File: src/rtl/i2s_tdm_rx_if.sv
// Serial audio receiver bus: serial-side inputs and the published frame.
interface i2s_tdm_rx_if #(
  parameter int unsigned DATA_BIT = 16,
  parameter int unsigned CHANNELS = 2
);
  logic                         i_enable;
  logic                         i_sclk_rise;
  logic                         i_lrclk;
  logic                         i_sd;
  logic [CHANNELS*DATA_BIT-1:0] o_audio;
  logic                         o_valid;
  logic                         o_frame_err;

  modport master (
    output i_enable, i_sclk_rise, i_lrclk, i_sd,
    input  o_audio, o_valid, o_frame_err
  );

  modport slave (
    input  i_enable, i_sclk_rise, i_lrclk, i_sd,
    output o_audio, o_valid, o_frame_err
  );
endinterface

File: src/rtl/i2s_tdm_rx.sv
// I2S / left-justified / TDM receiver: frame-sync-aligned deserialiser with
// frame-length checking and atomic frame publication.
module i2s_tdm_rx #(
  parameter int unsigned DATA_BIT = 16,
  parameter int unsigned SLOT_BIT = 32,
  parameter int unsigned CHANNELS = 2,
  parameter int unsigned MODE     = 0
) (
  input  logic        i_clk_12_288,
  input  logic        i_reset,
  i2s_tdm_rx_if.slave bus
);

  localparam int unsigned FRAME = CHANNELS * SLOT_BIT;
  localparam int unsigned BW    = (SLOT_BIT > 1) ? $clog2(SLOT_BIT) : 1;
  localparam int unsigned SW    = (CHANNELS > 1) ? $clog2(CHANNELS) : 1;
  localparam int unsigned PW    = $clog2(FRAME + 1);
  localparam int unsigned AW    = CHANNELS * DATA_BIT;

  typedef enum logic [1:0] {IDLE, RECEIVE, WAIT_SYNC} state_t;

  state_t          state, state_next;
  logic [BW-1:0]   bit_cnt;
  logic [SW-1:0]   slot_cnt;
  logic [PW-1:0]   pos;
  logic            lrclk_prev;
  logic            late_seen;
  logic [AW-1:0]   shift_q;
  logic [AW-1:0]   shift_sampled;
  logic [AW-1:0]   audio_q;
  logic            valid_q;
  logic            err_q;

  logic sync_edge;
  logic at_last;
  logic start;
  logic take;
  logic publish;
  logic err;
  logic late_set;

  assign sync_edge = bus.i_sclk_rise & lrclk_prev & ~bus.i_lrclk;
  assign at_last   = (pos == PW'(FRAME - 1));

  assign bus.o_audio     = audio_q;
  assign bus.o_valid     = valid_q;
  assign bus.o_frame_err = err_q;

  // Shift registers with the current strobe's bit merged in; bits beyond DATA_BIT never match.
  for (genvar s = 0; s < CHANNELS; s++) begin : g_slot
    for (genvar b = 0; b < DATA_BIT; b++) begin : g_bit
      assign shift_sampled[s*DATA_BIT+b] =
        (slot_cnt == SW'(s) && bit_cnt == BW'(DATA_BIT - 1 - b)) ? bus.i_sd
                                                                 : shift_q[s*DATA_BIT+b];
    end
  end

  always_ff @(posedge i_clk_12_288 or posedge i_reset) begin
    if (i_reset) state <= IDLE;
    else         state <= state_next;
  end

  always_comb begin
    state_next = state;
    if (!bus.i_enable) begin
      state_next = IDLE;
    end else if (bus.i_sclk_rise) begin
      case (state)
        IDLE:      if (sync_edge) state_next = RECEIVE;
        RECEIVE:   if (!sync_edge && at_last) state_next = WAIT_SYNC;
        WAIT_SYNC: if (sync_edge) state_next = RECEIVE;
        default:   state_next = IDLE;
      endcase
    end
  end

  // In I2S mode the edge strobe carries the previous frame's last bit, so it
  // both publishes and restarts; any other edge inside RECEIVE is early.
  always_comb begin
    start    = 1'b0;
    take     = 1'b0;
    publish  = 1'b0;
    err      = 1'b0;
    late_set = 1'b0;
    if (bus.i_enable && bus.i_sclk_rise) begin
      case (state)
        IDLE: start = sync_edge;
        RECEIVE: begin
          if (sync_edge && !(MODE == 0 && at_last)) begin
            err   = 1'b1;
            start = 1'b1;
          end else begin
            take    = 1'b1;
            publish = at_last;
            start   = sync_edge;
          end
        end
        WAIT_SYNC: begin
          if (sync_edge) begin
            start = 1'b1;
          end else if (!late_seen) begin
            err      = 1'b1;
            late_set = 1'b1;
          end
        end
        default: ;
      endcase
    end
  end

  always_ff @(posedge i_clk_12_288 or posedge i_reset) begin
    if (i_reset) begin
      shift_q    <= '0;
      audio_q    <= '0;
      valid_q    <= 1'b0;
      err_q      <= 1'b0;
      bit_cnt    <= '0;
      slot_cnt   <= '0;
      pos        <= '0;
      lrclk_prev <= 1'b0;
      late_seen  <= 1'b0;
    end else if (!bus.i_enable) begin
      shift_q    <= '0;
      valid_q    <= 1'b0;
      err_q      <= 1'b0;
      bit_cnt    <= '0;
      slot_cnt   <= '0;
      pos        <= '0;
      lrclk_prev <= bus.i_lrclk;
      late_seen  <= 1'b0;
    end else begin
      valid_q <= publish;
      err_q   <= err;
      if (publish)         audio_q    <= shift_sampled;
      if (bus.i_sclk_rise) lrclk_prev <= bus.i_lrclk;
      if (late_set)        late_seen  <= 1'b1;
      if (start) begin
        late_seen <= 1'b0;
        slot_cnt  <= '0;
        shift_q   <= '0;
        if (MODE != 0) begin
          shift_q[DATA_BIT-1] <= bus.i_sd;
          bit_cnt             <= BW'(1);
          pos                 <= PW'(1);
        end else begin
          bit_cnt <= '0;
          pos     <= '0;
        end
      end else if (take) begin
        shift_q <= shift_sampled;
        pos     <= pos + 1'b1;
        if (bit_cnt == BW'(SLOT_BIT - 1)) begin
          bit_cnt  <= '0;
          slot_cnt <= (slot_cnt == SW'(CHANNELS - 1)) ? '0 : slot_cnt + 1'b1;
        end else begin
          bit_cnt <= bit_cnt + 1'b1;
        end
      end
    end
  end

endmodule
File: src/flat_wrapper.sv
// flat-port wrapper written by rule: the top's interface ports become plain ports
module i2s_tdm_rx_flat 
#(
  parameter int unsigned DATA_BIT = 16,
  parameter int unsigned SLOT_BIT = 32,
  parameter int unsigned CHANNELS = 2,
  parameter int unsigned MODE     = 0
)
  (i_clk_12_288, i_reset, bus_i_enable, bus_i_sclk_rise, bus_i_lrclk, bus_i_sd, bus_o_audio, bus_o_valid, bus_o_frame_err);
  i2s_tdm_rx_if #(.DATA_BIT(DATA_BIT), .CHANNELS(CHANNELS)) bus_i ();
  input  logic i_clk_12_288;
  input  logic i_reset;
  input wire logic [$bits(bus_i.i_enable)-1:0] bus_i_enable;
  input wire logic [$bits(bus_i.i_sclk_rise)-1:0] bus_i_sclk_rise;
  input wire logic [$bits(bus_i.i_lrclk)-1:0] bus_i_lrclk;
  input wire logic [$bits(bus_i.i_sd)-1:0] bus_i_sd;
  output wire logic [$bits(bus_i.o_audio)-1:0] bus_o_audio;
  output wire logic [$bits(bus_i.o_valid)-1:0] bus_o_valid;
  output wire logic [$bits(bus_i.o_frame_err)-1:0] bus_o_frame_err;
  assign bus_i.i_enable = bus_i_enable;
  assign bus_i.i_sclk_rise = bus_i_sclk_rise;
  assign bus_i.i_lrclk = bus_i_lrclk;
  assign bus_i.i_sd = bus_i_sd;
  assign bus_o_audio = bus_i.o_audio;
  assign bus_o_valid = bus_i.o_valid;
  assign bus_o_frame_err = bus_i.o_frame_err;
  i2s_tdm_rx #(.DATA_BIT(DATA_BIT), .SLOT_BIT(SLOT_BIT), .CHANNELS(CHANNELS), .MODE(MODE)) u_core (.i_clk_12_288(i_clk_12_288), .i_reset(i_reset), .bus(bus_i));
endmodule
File: config.mk
export PLATFORM = sky130hd
export DESIGN_NAME = i2s_tdm_rx_flat
export DESIGN_NICKNAME = d
export VERILOG_FILES = /design/src/rtl/i2s_tdm_rx_if.sv /design/src/rtl/i2s_tdm_rx.sv /design/src/flat_wrapper.sv
export SDC_FILE = /design/constraint.sdc
export NUM_CORES = 1
export LEC_CHECK = 0
export BUFFER_PORTS_ARGS = -buffer_cell sky130_fd_sc_hd__buf_2
export CAP_MARGIN = 0
export CORE_MARGIN = 2
export CORE_UTILIZATION = 59
export DETAILED_ROUTE_END_ITERATION = 8
export PLACE_DENSITY = 0.8
export SLEW_MARGIN = 10
export SYNTH_ARGS = -nofsm -noshare
export SYNTH_HDL_FRONTEND = slang
export SYNTH_SLANG_ARGS = --single-unit
export TNS_END_PERCENT = 30
File: constraint.sdc
create_clock -name i_clk_12_288 -period 3.5 [get_ports i_clk_12_288]
set_clock_uncertainty 0.15 [all_clocks]
set_input_delay 0.175 -clock i_clk_12_288 [delete_from_list [all_inputs] [get_ports i_clk_12_288]]
set_output_delay 0.175 -clock i_clk_12_288 [all_outputs]
set_load 0.02 [all_outputs]
Word level (Yosys, flattened, before mapping). Index checks and enable logic that the tools add are counted.

Add/subtract/negate cells: 3. Eq/ne operators: 25. Multiplexer cells: 76. Bitwise operators: 4. Reduce and logical (&&, ||, !) cells: 43.

Operators by type and width (number): $mux W32 (3); $mux W1 (59); $eq A5 B4 Y1 const B (8); $logic_and A1 B1 Y1 (35); $mux W7 (3); $eq A5 B3 Y1 const B (4); $mux W5 (4); $eq A5 B2 Y1 const B (2); $ne A3 B1 Y1 const B (3); $mux W2 (4); $add A7 B1 Y7 const B (1); $eq A7 B6 Y1 const B (1); $ne A3 B2 Y1 const B (2); $add A5 B1 Y5 const B (1); $eq A5 B1 Y1 const B (1); $eq A5 B5 Y1 const B (1); $logic_not A5 Y1 (1); $pmux W2 S2 (1); $reduce_and A2 Y1 (2); $pmux W1 S3 (1); $reduce_and A3 Y1 (1); $and A1 B1 Y1 (2); $eq A2 B1 Y1 const B (1); $eq A2 B2 Y1 const B (1); 7 further kinds (9).

Register bits: 83. Bits of input ports: 6.

Depth between registers and ports, before layout.
Word-level depth: 9. Depth in mapped cells: 9. Gate-level depth less buffers: 7.

Least setup slack after synthesis. Ideal clock, no wire load.

Path type: flip-flop to flip-flop. Start: register u_core.state[1]. End: register u_core.shift_q[4]. Setup time: 0.121 ns. Arrival time: 1.783 ns. Slack: 1.446 ns. Cell stages (with the launch flop): 9. Path buffers: 1. Cells stage by stage: dfrtp_1 inv_1 ha_1 nor3_2 o211a_1 o21a_2 and2_4 buf_4 a22o_1.

Longest elaborated chain between the ends: 5. Elaborated cells between the ends (all ways): 10. Classes of those cells: eq/ne: 3; mux: 6; reduce/logical: 1.

RTL lines: start, declared (line i2s_tdm_rx.sv:22) `state_t state, state_next;`; start signal, assigned (line i2s_tdm_rx.sv:60) `else state <= state_next;`; $eq A2 B2 Y1, or another cell as far along (line i2s_tdm_rx.sv:86) `case (state)`; $pmux W1 S3 (line i2s_tdm_rx.sv:86); $mux W1 (line i2s_tdm_rx.sv:85) `if (bus.i_enable && bus.i_sclk_rise) begin`; $mux W32 (line i2s_tdm_rx.sv:137) `if (start) begin`; $mux W32 (line i2s_tdm_rx.sv:122) `end else if (!bus.i_enable) begin`; end signal, assigned by index (line i2s_tdm_rx.sv:142) `shift_q[DATA_BIT-1] <= bus.i_sd;`; end signal, assigned (line i2s_tdm_rx.sv:150) `shift_q <= shift_sampled;`; end, declared (line i2s_tdm_rx.sv:28) `logic [AW-1:0] shift_q;`.

Parallel ways exist; a longest one is shown, timed or not. A chain may end at the register's enable or synchronous reset.

Worst setup path after layout.
Start: register u_core.state[1]. End: register u_core.audio_q[31], in the netlist u_core.bus.o_audio[31].

Longest elaborated chain between the ends: 4.

RTL lines: $eq A2 B1 Y1 (line i2s_tdm_rx.sv:86); $mux W1 (line i2s_tdm_rx.sv:86); $mux W1 (line i2s_tdm_rx.sv:85); $reduce_and A2 Y1 (no line); end signal, assigned (line i2s_tdm_rx.sv:134) `if (publish) audio_q <= shift_sampled;`; end, declared (line i2s_tdm_rx.sv:30) `logic [AW-1:0] audio_q;`.

No other way between the ends.

==> run metrics <==
RR Startpoint=u_core.state[1]; Layout Cells excl Fill=563; Pre-antenna DRT Iters=6; Remaining DRCs=0; dpl cell area=0.00441 mm^2; worst-margin pin slew=between 0.6 and 0.7 ns; Max stage delay on crit path=0.65 ns; via count=roughly 3200; worst path cell trace=inv_1 -> ha_1 -> and3_1 -> and3_2 -> buf_12 -> nor2_1 -> a21oi_1; Worst setup EP type=register; Synth top area share=49.8%; worst-skew pair later-pin latency=0.35 ns; Power Density=400 mW/mm^2; die height=88.1 um; max_slew headroom=56.2%; final-report hold violation count=0; R2R cell count=7; asr flop ratio synth=100%; top-count cell post-synth=dfrtp_1; post-layout min period=~2.5 ns; worst slack at placement=0.961 ns; Layout Nets=480; clk root buf=clkbuf_8; # rows=30; I/O Buffers=39; Area Overhead vs Synth=12.0%; Synth Area per Inst=between 9 and 10 um^2; Max Cap Viol=0; endpoints failing setup=0; Synth Cell Area=0.00417 mm^2; ant diodes=0; number of global-route vias before repair=3125; number of synthesized flops with an enable pin=0; setup repair after global routing missed its margin=no; outcome=finished, final reports clean; Mapped Nets=between 400 and 500; GPL Wtd Cong=0.875; dpl cells=546; max frequency=393 MHz; final WL=8630 um; WP data required=roughly 3.6 ns; GR Util All Layers=24.3%; Routed WL per cell=15.3 um; number of synthesis warnings=0; Worst Slack Setup Final=0.953 ns; detailed router's first-iteration violation count=166; VDD IR max=238 uV; core area=0.00683 mm^2; pin count of the biggest net entering global routing=39; post-CTS resize count=0; register area share after synthesis=49.8%; placed wire-length estimate=approximately 5700 um; hold depth=3; clk slew on worst S/H paths=0.08 ns; Distinct cells, synth=42; capturing point of the worst reg2reg path=u_core.bus.o_audio[31]; reg2reg setup slack=about 0.95 ns; worst hold path class=input port to register; final instance area=0.00467 mm^2; setup TNS=0 ns; # IOs=40; layout cell share with drive strength beyond 1=15.4%; Sink Count=83; Worst path slowest cell=and3_2; critical path arrival=approximately 2.7 ns; total power=1.87 mW; DIE WIDTH=88.1 um; CP Launch Type=register; critical path class=register to register; min-delay src=bus_i_enable; Pleak=2.28 nW; first-pass GRT wire length=14800 um; antenna-violating nets left=0; Tcrit/Tclk final=72.8%; Area contributors post-synth=dfrtp_1 50%, mux2i_1 7.7%, a21oi_1 6.5%; CTS buffer count=9; via/cell ratio=around 5.7; hold endpoint=u_core.bus.o_frame_err; Commonest cells post-synth=83 x dfrtp_1, 56 x nor2_1, 54 x a21oi_1, 32 x mux2i_1, 28 x inv_1; H-tree levels=3; cells after synthesis=431; peak fanout along the critical path=33; count of pins over their slew limit=0; Synth area leader=dfrtp_1; Initial Utilization=61.1%; Clock Tree Buf Depth=2; Die ar.=around 0.0078 mm^2; ys flop type=dfrtp_1; Hold WS=roughly 0.010 ns; CTS tree=yes; Layout Utilization=roughly two thirds; Fill cells=541; Overflow after GRT=0; FF+latch count, synth=between 80 and 90; initial antenna violation count=0
-- where the power goes --
group,switching [mW],total [mW],internal (mW)
logic,0.0588,0.0822,0.0234
registers,0.00203,0.962,0.960
clock network,0.336,0.828,0.491
total,0.397,1.87,1.47
-- critical path: cells and delay by family (launching register included) --
kind | cells | cell delay, ns
adders and majority gates | 1 | 0.30
buffers and inverters | 2 | 0.34
and+or+nand+nor | 3 | 1.14
AOI/OAI and AO/OA | 1 | 0.13
DFF | 1 | 0.42
-- cell families (layout without fill, tap and decap cells) --
group / Yosys count / in the layout / synth area share [%]
simple gates: 125 / 125 / 14.3
compound gates: 119 / 119 / 17.6
fa+ha+maj: 11 / 11 / 3.30
xor+xnor: 7 / 7 / 1.47
flops: 83 / 83 / 49.8
mux: 33 / 33 / 7.94
buf+inv: 53 / 89 / 5.61
-- layer usage --
metal | vias up | share of wire, % | GRT usage (%)
li1 | 1563 | - | -
met1 | 1570 | 46 | 33.1
met2 | 76 | 49 | 40.8
met3 | 12 | 3.5 | 3.68
met4 | 0 | 1.3 | 7.02
met5 | - | 0 | 0
-- what timing repair did --
| action | in CTS | in global routing |
|---|---|---|
| endpoints found under the hold margin | 22 | 0 |
| hold buffers | 2 | 0 |
| setup buffers | 0 | 0 |
-- cell usage in the layout, fill, tap and decap left out, drive strengths merged, types with 2 or more instances in the layout --
master | netlist | final
o22ai | 20 | 20
dlygate4sd3 | 0 | 2
dfrtp | 83 | 83
o21ai | 20 | 20
a31oi | 2 | 2
nor2b | 5 | 5
nand2 | 23 | 23
mux2i | 32 | 32
nand3b | 3 | 3
clkbuf | 7 | 11
bufinv | 0 | 3
xor2 | 7 | 7
clkinv | 0 | 2
a21oi | 54 | 54
nand3 | 13 | 13
nand4 | 3 | 3
inv | 28 | 27
buf | 18 | 44
nand2b | 3 | 3
nor3 | 4 | 4
and3 | 7 | 7
ha | 11 | 11
and2 | 3 | 3
a22o | 14 | 14
o31ai | 2 | 2
nor2 | 56 | 56
and4 | 2 | 2
a32o | 2 | 2
-- sequential cells by signal, summed over array words and instances, names as in the netlist --
| signal | flops |
|---|---|
| u_core.shift_q | 32 |
| u_core.slot_cnt | 1 |
| u_core.bus.o_frame_err | 1 |
| u_core.bit_cnt | 5 |
| u_core.bus.o_audio | 32 |
| u_core.bus.o_valid | 1 |
| u_core.lrclk_prev | 1 |
| u_core.late_seen | 1 |
| u_core.state | 2 |
| u_core.pos | 7 |
-- area by class of cell --
cell class | instances | area [um^2] | share of cell area (%)
inverters | 28 | 106 | 2.28
repair buffers | 46 | 265 | 5.68
clock inverters | 4 | 98.8 | 2.12
multi-input cells | 295 | 1860 | 39.9
well taps | 96 | 120 | 2.57
clock buffers | 11 | 141 | 3.03
flip-flops and latches | 83 | 2080 | 44.4
-- how the worst max path moves through the flow --
stage               startpoint                      to  slack, ns  depth (start not counted)
5_1_grt        u_core.state[1]   u_core.bus.o_audio[8]       0.73                          7
3_5_place_dp   u_core.state[1]  u_core.bus.o_audio[31]       0.96                          7
4_1_cts        u_core.state[1]  u_core.bus.o_audio[31]       0.95                          7
2_1_floorplan          i_reset       u_core.bit_cnt[0]       1.04                          1
6_report       u_core.state[1]  u_core.bus.o_audio[31]       0.95                          7
3_3_place_gp   u_core.state[1]  u_core.bus.o_audio[31]       1.11                          7
Note: power is estimated with default switching activity, not from simulation.
